===== src/rtl/pe_pkg.sv =====
// Shared types and helpers for the priority event encoder.
// Holds the priority mode enum and the one-hot to binary encode.
// Encode helper is width-agnostic up to PE_MAX_WIDTH request lines.
package pe_pkg;

  typedef enum logic {
    PE_FIXED = 1'b0,
    PE_RR    = 1'b1
  } pe_mode_e;

  localparam int PE_MAX_WIDTH = 64;

  // OR-reduction encode: exact for a one-hot input, returns 0 for all-zero.
  function automatic int onehot_to_idx(input logic [PE_MAX_WIDTH-1:0] onehot);
    int idx;
    idx = 0;
    for (int i = 0; i < PE_MAX_WIDTH; i++) begin
      if (onehot[i]) idx = idx | i;
    end
    return idx;
  endfunction

endpackage


===== src/rtl/pe_select.sv =====
// Picks one set bit of the pending vector, searching downward from a start index.
// Purely combinational: zero latency, no backpressure of its own.
// Rotate so the start index lands on the MSB, take the highest set bit, rotate back.
module pe_select
  import pe_pkg::*;
#(
  parameter int WIDTH    = 8,
  parameter int OUT_BITS = $clog2(WIDTH)
) (
  input  logic [WIDTH-1:0]    pending_i,
  input  logic [OUT_BITS-1:0] start_i,
  input  pe_mode_e            mode_i,
  output logic                any_set_o,
  output logic [OUT_BITS-1:0] sel_idx_o,
  output logic [WIDTH-1:0]    sel_onehot_o
);

  logic [WIDTH-1:0] rot;
  logic [WIDTH-1:0] rot_hit;
  logic             found;
  int               base;

  // Rotate, find highest set bit, unrotate. Fixed mode always starts at WIDTH-1 (base 0).
  always_comb begin
    rot          = '0;
    rot_hit      = '0;
    found        = 1'b0;
    sel_onehot_o = '0;
    // rot[j] = pending[(start+1+j) mod WIDTH], so rot's MSB is the start index
    base = (mode_i == PE_FIXED) ? 0 : ((int'(start_i) + 1) % WIDTH);
    for (int j = 0; j < WIDTH; j++) begin
      rot[j] = pending_i[(base + j) % WIDTH];
    end
    for (int j = WIDTH - 1; j >= 0; j--) begin
      if (!found && rot[j]) begin
        rot_hit[j] = 1'b1;
        found      = 1'b1;
      end
    end
    for (int j = 0; j < WIDTH; j++) begin
      sel_onehot_o[(base + j) % WIDTH] = rot_hit[j];
    end
  end

  assign any_set_o = |pending_i;
  assign sel_idx_o = OUT_BITS'(onehot_to_idx(PE_MAX_WIDTH'(sel_onehot_o)));

endmodule


===== src/rtl/priority_event_encoder.sv =====
// Collects request pulses into a sticky pending vector and emits one index at a time.
// Latency: pulse visible in pending after 1 edge, on out_idx after 2 edges; 1 index/cycle.
// Backpressure: out_valid && !out_ready holds the slot stable while pending keeps accumulating.
module priority_event_encoder
  import pe_pkg::*;
#(
  parameter int       WIDTH    = 8,
  parameter int       OUT_BITS = $clog2(WIDTH),
  parameter pe_mode_e MODE     = PE_FIXED
) (
  input  logic                clk,
  input  logic                rst,
  input  logic [WIDTH-1:0]    req_in,
  output logic [OUT_BITS-1:0] out_idx,
  output logic                out_valid,
  input  logic                out_ready,
  output logic [WIDTH-1:0]    pending_o,
  output logic                merge_o
);

  if (WIDTH < 2) begin : g_bad_width
    $error("priority_event_encoder: WIDTH must be at least 2");
  end
  if (WIDTH > PE_MAX_WIDTH) begin : g_too_wide
    $error("priority_event_encoder: WIDTH exceeds PE_MAX_WIDTH");
  end
  if (OUT_BITS < $clog2(WIDTH)) begin : g_bad_out_bits
    $error("priority_event_encoder: OUT_BITS too small for WIDTH");
  end

  logic [WIDTH-1:0]    pending_q, pending_d;
  logic [OUT_BITS-1:0] out_idx_q, out_idx_d;
  logic                out_valid_q, out_valid_d;
  logic [OUT_BITS-1:0] rr_ptr_q, rr_ptr_d;
  logic                merge_q, merge_d;

  logic [OUT_BITS-1:0] sel_start;
  logic                any_set;
  logic [OUT_BITS-1:0] sel_idx;
  logic [WIDTH-1:0]    sel_onehot;
  logic                slot_free;
  logic                load;

  // Round-robin search begins one below the last grant, wrapping 0 -> WIDTH-1.
  assign sel_start = (rr_ptr_q == '0) ? OUT_BITS'(WIDTH - 1) : (rr_ptr_q - 1'b1);

  pe_select #(
    .WIDTH    (WIDTH),
    .OUT_BITS (OUT_BITS)
  ) u_select (
    .pending_i    (pending_q),
    .start_i      (sel_start),
    .mode_i       (MODE),
    .any_set_o    (any_set),
    .sel_idx_o    (sel_idx),
    .sel_onehot_o (sel_onehot)
  );

  assign slot_free = !out_valid_q || out_ready;
  assign load      = slot_free && any_set;

  // Next state: set wins over the load-clear, so a re-fire on the loaded line stays pending.
  always_comb begin
    pending_d   = (pending_q & ~(load ? sel_onehot : '0)) | req_in;
    out_valid_d = slot_free ? any_set : out_valid_q;
    out_idx_d   = load ? sel_idx : out_idx_q;
    rr_ptr_d    = load ? sel_idx : rr_ptr_q;
    // Only a hit on a still-pending line collapses; a line sitting in the slot is a re-arm.
    merge_d     = |(req_in & pending_q);
  end

  // All state in one register bank; reset drops any event held in the slot.
  always_ff @(posedge clk or posedge rst) begin
    if (rst) begin
      pending_q   <= '0;
      out_idx_q   <= '0;
      out_valid_q <= 1'b0;
      rr_ptr_q    <= OUT_BITS'(WIDTH - 1);
      merge_q     <= 1'b0;
    end else begin
      pending_q   <= pending_d;
      out_idx_q   <= out_idx_d;
      out_valid_q <= out_valid_d;
      rr_ptr_q    <= rr_ptr_d;
      merge_q     <= merge_d;
    end
  end

  assign out_idx   = out_idx_q;
  assign out_valid = out_valid_q;
  assign pending_o = pending_q;
  assign merge_o   = merge_q;

endmodule


===== config.mk =====
export PLATFORM = sky130hd
export DESIGN_NAME = priority_event_encoder
export DESIGN_NICKNAME = d
export VERILOG_FILES = /design/src/rtl/pe_pkg.sv /design/src/rtl/pe_select.sv /design/src/rtl/priority_event_encoder.sv
export SDC_FILE = /design/constraint.sdc
export NUM_CORES = 1
export LEC_CHECK = 0
export CAP_MARGIN = 30
export CELL_PAD_IN_SITES_DETAIL_PLACEMENT = 0
export CELL_PAD_IN_SITES_GLOBAL_PLACEMENT = 1
export CORE_AREA = 2 2 84 86
export CTS_CLUSTER_SIZE = 28
export DETAILED_ROUTE_END_ITERATION = 6
export DIE_AREA = 0 0 86 88
export HOLD_SLACK_MARGIN = 0.03
export PLACE_DENSITY_LB_ADDON = 0.15
export SETUP_SLACK_MARGIN = 0.1
export SLEW_MARGIN = 20
export SYNTH_ARGS = -nofsm -noshare
export SYNTH_HDL_FRONTEND = slang
export SYNTH_HIERARCHICAL = 1
export SYNTH_SLANG_ARGS = --single-unit
export TNS_END_PERCENT = 30

===== constraint.sdc =====
create_clock -name clk -period 3.4 [get_ports clk]
set_input_delay 0.68 -clock clk [delete_from_list [all_inputs] [get_ports clk]]
set_output_delay 0.68 -clock clk [all_outputs]
set_load 0.1 [all_outputs]

Word-level counts from Yosys, hierarchy flattened
Index checks and enable logic that the tools add are counted.
Operators by class
  muxes and demuxes: 22
  bitwise operators: 4
  reduce and logical (&&, ||, !) cells: 19
Operators by type and width (count)
  bitwise AND 8 bit: 2
  OR reduction 8 bit: 2
  2-to-1 mux 1 bit: 15
  2-to-1 mux 3 bit: 4
  logical AND 1 bit: 8
  logical NOT 1 bit: 8
  2-to-1 mux 8 bit: 1
  NOT 8 bit: 1
  bitwise OR 8 bit: 1
  2-to-1 mux 2 bit: 2
  logical OR 1 bit: 1
Word-level totals
  register bits: 13
  input port bits: 11

Longest topological paths before layout
Gate-level depths: netlist (run 1).
  word-level depth: 26
  gate-level depth with buffers: 22
  depth with buffers taken out: 19

By module
The synthesis (run 1) kept the hierarchy.
By module, submodules not included
  pe_select: instances 1, cells each 272, area each 1849.3 µm²
  priority_event_encoder: instances 1, cells each 71, area each 708.2 µm²

Worst setup path before layout (run 1)
OpenSTA, ideal clock, no wires.
  path kind: register to register
  start: register rr_ptr_q[0] (netlist name)
  end: register out_idx_q[2] (netlist: out_idx[2])
  setup time: 127 ps
  arrival time: 3558 ps
  slack: -285 ps
  stages on the path, launching flop included: 16
  path buffers: 1
  path through: dfstp_2 > inv_1 > ha_1 > ha_1 > nand2b_1 > ha_1 > buf_2 > o21ba_2 > nor3_1 > nor2_1 > nor2_2 > a32oi_1 > or4b_4 > or4_1 > nand3_1 > o21ai_0
RTL lines
  end signal, assigned: RTL line priority_event_encoder.sv:82  | out_idx_q <= out_idx_d;
  end, declared: RTL line priority_event_encoder.sv:32  | logic [OUT_BITS-1:0] out_idx_q, out_idx_d;

==> results of run 1 <==
[worst paths after layout]
kind | slack (ns) | to | from | cells after the start
worst min register to register | 0.51 | rr_ptr_q[0]$_DFFE_PP1N_ | rr_ptr_q[0]$_DFFE_PP1N_ | 2
min in group asynchronous | 0.81 | pending_o[7]$_DFF_PP0_ | rst | 2
worst max-delay path | 0.07 | out_idx[2]$_DFFE_PP0N_ | rr_ptr_q[0]$_DFFE_PP1N_ | 14
max in group asynchronous | 2.18 | pending_o[0]$_DFF_PP0_ | rst | 2
worst max register to register | 0.07 | out_idx[2]$_DFFE_PP0N_ | rr_ptr_q[0]$_DFFE_PP1N_ | 14
worst min-delay path | 0.51 | rr_ptr_q[0]$_DFFE_PP1N_ | rr_ptr_q[0]$_DFFE_PP1N_ | 2
[synth_stat cells, types with 3 or more instances]
cell,number
ha_1,9
nand2b_1,4
o211ai_1,5
inv_1,24
clkbuf_1,7
nor3_1,14
dfrtp_1,13
and3b_1,5
o22ai_1,4
a31oi_1,17
nor4bb_1,3
a221oi_1,5
a211oi_1,8
nor2_1,34
nor2b_1,3
nand2_1,26
or4_1,4
nand3_1,13
mux2_2,3
and2_1,3
buf_6,4
o21ai_0,16
buf_2,6
nand4_1,6
o2111ai_1,3
a21boi_1,3
a21oi_1,14
a21oi_2,3
mux2i_1,6
dfstp_2,3
a311o_1,3
a22oi_1,6
[per-layer routing]
metal  wire [um]  share of wire
met2        4110           0.43
met4         328          0.034
met5           0              0
met1        4470           0.47
met3         629          0.066
[flip-flops by register name, indices dropped and copies added (netlist names)]
register and count:
merge_o 1, out_idx 3, out_valid 1, pending_o 8, rr_ptr_q 3
[area by class of cell]
type,instances,area (um2)
Clock buffer,4,55.1
Fill cell,686,3520
Inverter,26,103
Multi-Input combinational cell,286,2040
Sequential cell,16,404
Tap cell,80,100
Timing Repair Buffer,51,415
[through the flow]
stage	TNS [ns]	hold WS (ns)
5_1_grt	-0.0483	0.538
3_3_place_gp	0	0.504
6_report	0	0.512
4_1_cts	0	0.516
2_1_floorplan	0	0.465
3_5_place_dp	0	0.506
[worst reg2reg max path: cells and delay by family (launching register included)]
family	cells	cell delay [ns]
flip-flops	1	0.54
adder cells (fa/ha/maj)	3	0.61
AND/OR/NAND/NOR	7	1.46
buffers and inverters	1	0.04
AO/OA/AOI/OAI	3	0.56
[what timing repair did]
item,in CTS,in global routing
resized for setup,5,9
setup buffers,1,1
endpoints found under the hold margin,0,0
pin swaps,1,4
setup endpoints to repair,5,6
[cells by family after synthesis]
kind of cell | after synthesis | share of synthesized area
xor gates and xnor gates | 3 | 0.0132
adders and majority gates | 9 | 0.0440
DFF | 16 | 0.158
other | 1 | 0.00147
AOI/OAI and AO/OA | 120 | 0.351
and+or+nand+nor | 137 | 0.295
muxes | 10 | 0.0455
buffers and inverters | 47 | 0.0920
==> results.json, run 1 <==
{
  "gr-usage-met2": 0.395,
  "synth_edf_count": 0,
  "grtUsageMet1": 0.370,
  "fin_area_mm2": 0.00312,
  "vias_per_cell": 6.37,
  "core_mm2": 0.00664,
  "max_cap_viol_count": 0,
  "ys_warn_count": 6,
  "grt_pass1_wl_mm": 15.3,
  "status": "complete, but fails checks",
  "placed_area_mm2": 0.00300,
  "portBuffers": 23,
  "post-route-util": 0.470,
  "grt_pass1_vias": 2797,
  "drc": 0,
  "vias": 2949,
  "htreeDepth": 1,
  "syn_avg_cell_area_um2": 7.46,
  "grt_busiest_layer": "met2",
  "endpoint_kind": "register",
  "final_cell_count_no_fill": 463,
  "cts_tree": "built",
  "grt_remaining_overflow": 0,
  "relSlewSlack": -0.0385,
  "die_w_um": 86,
  "finalCritPeriodShare": 0.979,
  "critPathLaunchType": "register",
  "rsz0062_at_grt": "true",
  "grt_max_degree": 37,
  "drtIter0Drc": 399,
  "cts_root_buf": "clkbuf_8",
  "synthCells": 343,
  "critical-path-top-delay-family": "simple AND/OR/NAND/NOR gates",
  "synth-async-reset-ratio": 1.00,
  "rows": 30,
  "track_usage": 0.256,
  "final_antenna_net_count": 0,
  "start_util": 0.385,
  "area_delta_synth_final_pct": 22.1,
  "worst_path_max_delay_cell": "dfstp_2",
  "cp.required_ns": 3.53,
  "layout_commonest_cell": "buf_4",
  "cts_buffers": 3,
  "cts_num_sinks": 16,
  "gp_congestion": 0.910,
  "hold_class": "reg2reg",
  "drv_slew": 37,
  "synth_seq_cells": 16,
  "slowest_delay_ns": 0.54,
  "synth_ff_type": "dfrtp_1",
  "path_max_fanout": 5,
  "crit_arrival_ns": 3.46,
  "boundaryPins": 24,
  "insertion_delay_ns": 0.25,
  "hold_viol_final": 0,
  "firstDrtPassIters": 7,
  "clock_path_buffers": 2,
  "antenna_found_initial": 0,
  "skew_ns": 0.00105,
  "synth.distinct_cells": 84,
  "crit_chain": "inv_2, ha_2, ha_2, nand2b_4, ha_4, o21ba_4, nor3_4, nor2_4, nor2_2, a32oi_1, or4b_4, or4_1, nand3_2, o21ai_0",
  "worstSetupPathType": "reg2reg",
  "path_clk_slew_ns": 0.06,
  "syn-cell-area_mm2": 0.00256,
  "die_h_um": 88,
  "fmax_mhz": 300,
  "drive_gt1_frac": 0.230,
  "cts_hold_buf": 0,
  "setup_ws_ns": 0.0710,
  "crit_buf_inv": 1,
  "min_period_ns": 3.33,
  "dp_hpwl_mm": 7.29,
  "nNetsFinal": 404,
  "dp_slack_ns": 0.0771,
  "worst_pin_slew_ns": 1.55,
  "die-area_mm2": 0.00757,
  "cpMostUsedCell": "ha_2",
  "violations": "max-slew violations",
  "wl_mm": 9.55,
  "netlist_top_cells_area": "dfrtp_1 13%, nor2_1 5.0%, ha_1 4.4%",
  "dp_cells": 457,
  "n_antenna_cell": 0,
  "setup_violations": 0,
  "grt_use_met3": 0.0311,
  "synth-seq-area-share": 0.158,
  "yosys.area.top_type": "dfrtp_1",
  "synth.top_cell.area_share": 0.127,
  "final_cell_mix": "38 x buf_4, 33 x nor2_1, 26 x nand2_1",
  "post_drt_wl_per_cell_um": 20.6
}
Power of run 1 is not shown: default switching activity piles up to over one toggle a cycle in this logic, so the estimate is an artifact.
==> inputs of run 2 (changes only) <==
- CORE_AREA: 2 2 84 86 -> 2 2 94 78
- DIE_AREA: 0 0 86 88 -> 0 0 96 80
==> results.json, run 2 (synthesis results as in run 1) <==
{
  "worstSetupPathType": "reg2reg",
  "status": "complete, but fails checks",
  "clock_path_buffers": 2,
  "cts_tree": "built",
  "r2r_setup_slack_ns": 0.12,
  "grt_pass1_vias": 2703,
  "critical-path-top-delay-family": "simple AND/OR/NAND/NOR gates",
  "rsz0062_at_grt": "true",
  "vias": 2993,
  "worst_pin_slew_ns": 1.53,
  "startpoint": "rr_ptr_q[0]$_DFFE_PP1N_",
  "grt_max_degree": 37,
  "worst_path_max_delay_cell": "dfstp_2",
  "die_h_um": 80,
  "die-area_mm2": 0.00768,
  "area_delta_synth_final_pct": 26.1,
  "layout_commonest_cell": "buf_4",
  "dp_cells": 464,
  "fmax_mhz": 305,
  "drive_gt1_frac": 0.264,
  "hold_start": "rr_ptr_q[1]$_DFFE_PP1N_",
  "r2r-start": "rr_ptr_q[0]$_DFFE_PP1N_",
  "cp.required_ns": 3.58,
  "crit_arrival_ns": 3.47,
  "skew_ns": 0.00288,
  "path_max_fanout": 3,
  "cpMostUsedCell": "ha_4",
  "cts_num_sinks": 16,
  "relSlewSlack": -0.0248,
  "cts_root_buf": "clkbuf_8",
  "hold_viol_final": 0,
  "cts_buffers": 3,
  "setup_ws_ns": 0.119,
  "violations": "max-slew violations",
  "final_antenna_net_count": 0,
  "vias_per_cell": 6.31,
  "drc": 0,
  "start_util": 0.380,
  "final_cell_count_no_fill": 474,
  "largest_reg_flops": 8,
  "post-route-util": 0.480,
  "portBuffers": 23,
  "endpoint_kind": "register",
  "final_cell_mix": "42 x buf_4, 33 x nor2_1, 26 x nand2_1",
  "finalCritPeriodShare": 0.965,
  "critPathLaunchType": "register",
  "track_usage": 0.254,
  "grt_remaining_overflow": 0,
  "min_period_ns": 3.28,
  "drv_slew": 37,
  "path_clk_slew_ns": 0.07,
  "dp_slack_ns": -0.00617,
  "firstDrtPassIters": 5,
  "wl_mm": 9.51,
  "n_antenna_cell": 0,
  "core_mm2": 0.00672,
  "antenna_found_initial": 0,
  "setup_violations": 0,
  "dp_hpwl_mm": 7.26,
  "crit_chain": "inv_2, ha_4, ha_4, nand2b_4, ha_4, o21ba_4, nor3_4, buf_4, or2_4, nor4_4, nand3_1, o211a_1, a221oi_4, or4_4, nand3_4, o21ai_1",
  "htreeDepth": 1,
  "slowest_delay_ns": 0.54,
  "rows": 27,
  "nNetsFinal": 408,
  "boundaryPins": 24,
  "post_drt_wl_per_cell_um": 20.1,
  "die_w_um": 96,
  "crit_buf_inv": 2,
  "grt_pass1_wl_mm": 15.0,
  "gp_congestion": 0.958,
  "insertion_delay_ns": 0.25,
  "drtIter0Drc": 344,
  "max_cap_viol_count": 0,
  "hold_class": "reg2reg"
}
-- run 2: cell count changes in the layout (fill, tap and decap cells not counted), moves of 2 or more --
cell and delta:
o21ai_2 +2, ha_4 +2, o21ai_0 -2, ha_2 -2, buf_4 +4
-- run 2: cell type report --
| type | count | area, um2 |
|---|---|---|
| Fill cell | 670 | 3500 |
| Inverter | 26 | 103 |
| Timing Repair Buffer | 55 | 447 |
| Sequential cell | 16 | 404 |
| Tap cell | 87 | 109 |
| Multi-Input combinational cell | 286 | 2110 |
| Clock buffer | 4 | 55.1 |
-- run 2: worst register-to-register path, delay by kind of cell (launching register included) --
| kind | cells | cell delay [ns] |
|---|---|---|
| and+or+nand+nor | 7 | 1.12 |
| adders and majority gates | 3 | 0.54 |
| buffers and inverters | 2 | 0.18 |
| DFF | 1 | 0.54 |
| AOI/OAI and AO/OA | 4 | 0.84 |
-- run 2: final timing paths --
path / to / cells after the start
worst max-delay path: out_idx[0]$_DFFE_PP0N_ / 16
worst min-delay path: rr_ptr_q[1]$_DFFE_PP1N_ / 2
worst max register to register: out_idx[0]$_DFFE_PP0N_ / 16
worst min register to register: rr_ptr_q[1]$_DFFE_PP1N_ / 2
max in group asynchronous: pending_o[2]$_DFF_PP0_ / 2
min in group asynchronous: out_idx[2]$_DFFE_PP0N_ / 2
-- run 2: repair_timing --
action | in CTS | in global routing
endpoints found under the setup margin | 6 | 8
resized for setup | 13 | 16
pin swaps | 8 | 12
hold buffers | 0 | 0
buffers inserted | 3 | 4
-- run 2: routing by layer --
layer  vias to the layer above  global-route usage  wire [um]
met5                         -                   0          0
met4                         0              0.0314         59
met3                         4              0.0302        929
met2                       183               0.372       3910
met1                      1407               0.399       4610
li1                       1399                   -          -
-- run 2: through the flow --
| step | hold slack, ns | TNS, ns | cell area [um2] |
|---|---|---|---|
| 3_3_place_gp | 0.497 | 0 | 3010 |
| 2_1_floorplan | 0.465 | 0 | 2640 |
| 3_5_place_dp | 0.503 | -0.00617 | 3010 |
| 6_report | 0.502 | 0 | 3230 |
| 5_1_grt | 0.530 | -0.0658 | 3230 |
| 4_1_cts | 0.513 | 0 | 3140 |
Power of run 2 is left out for the same reason.
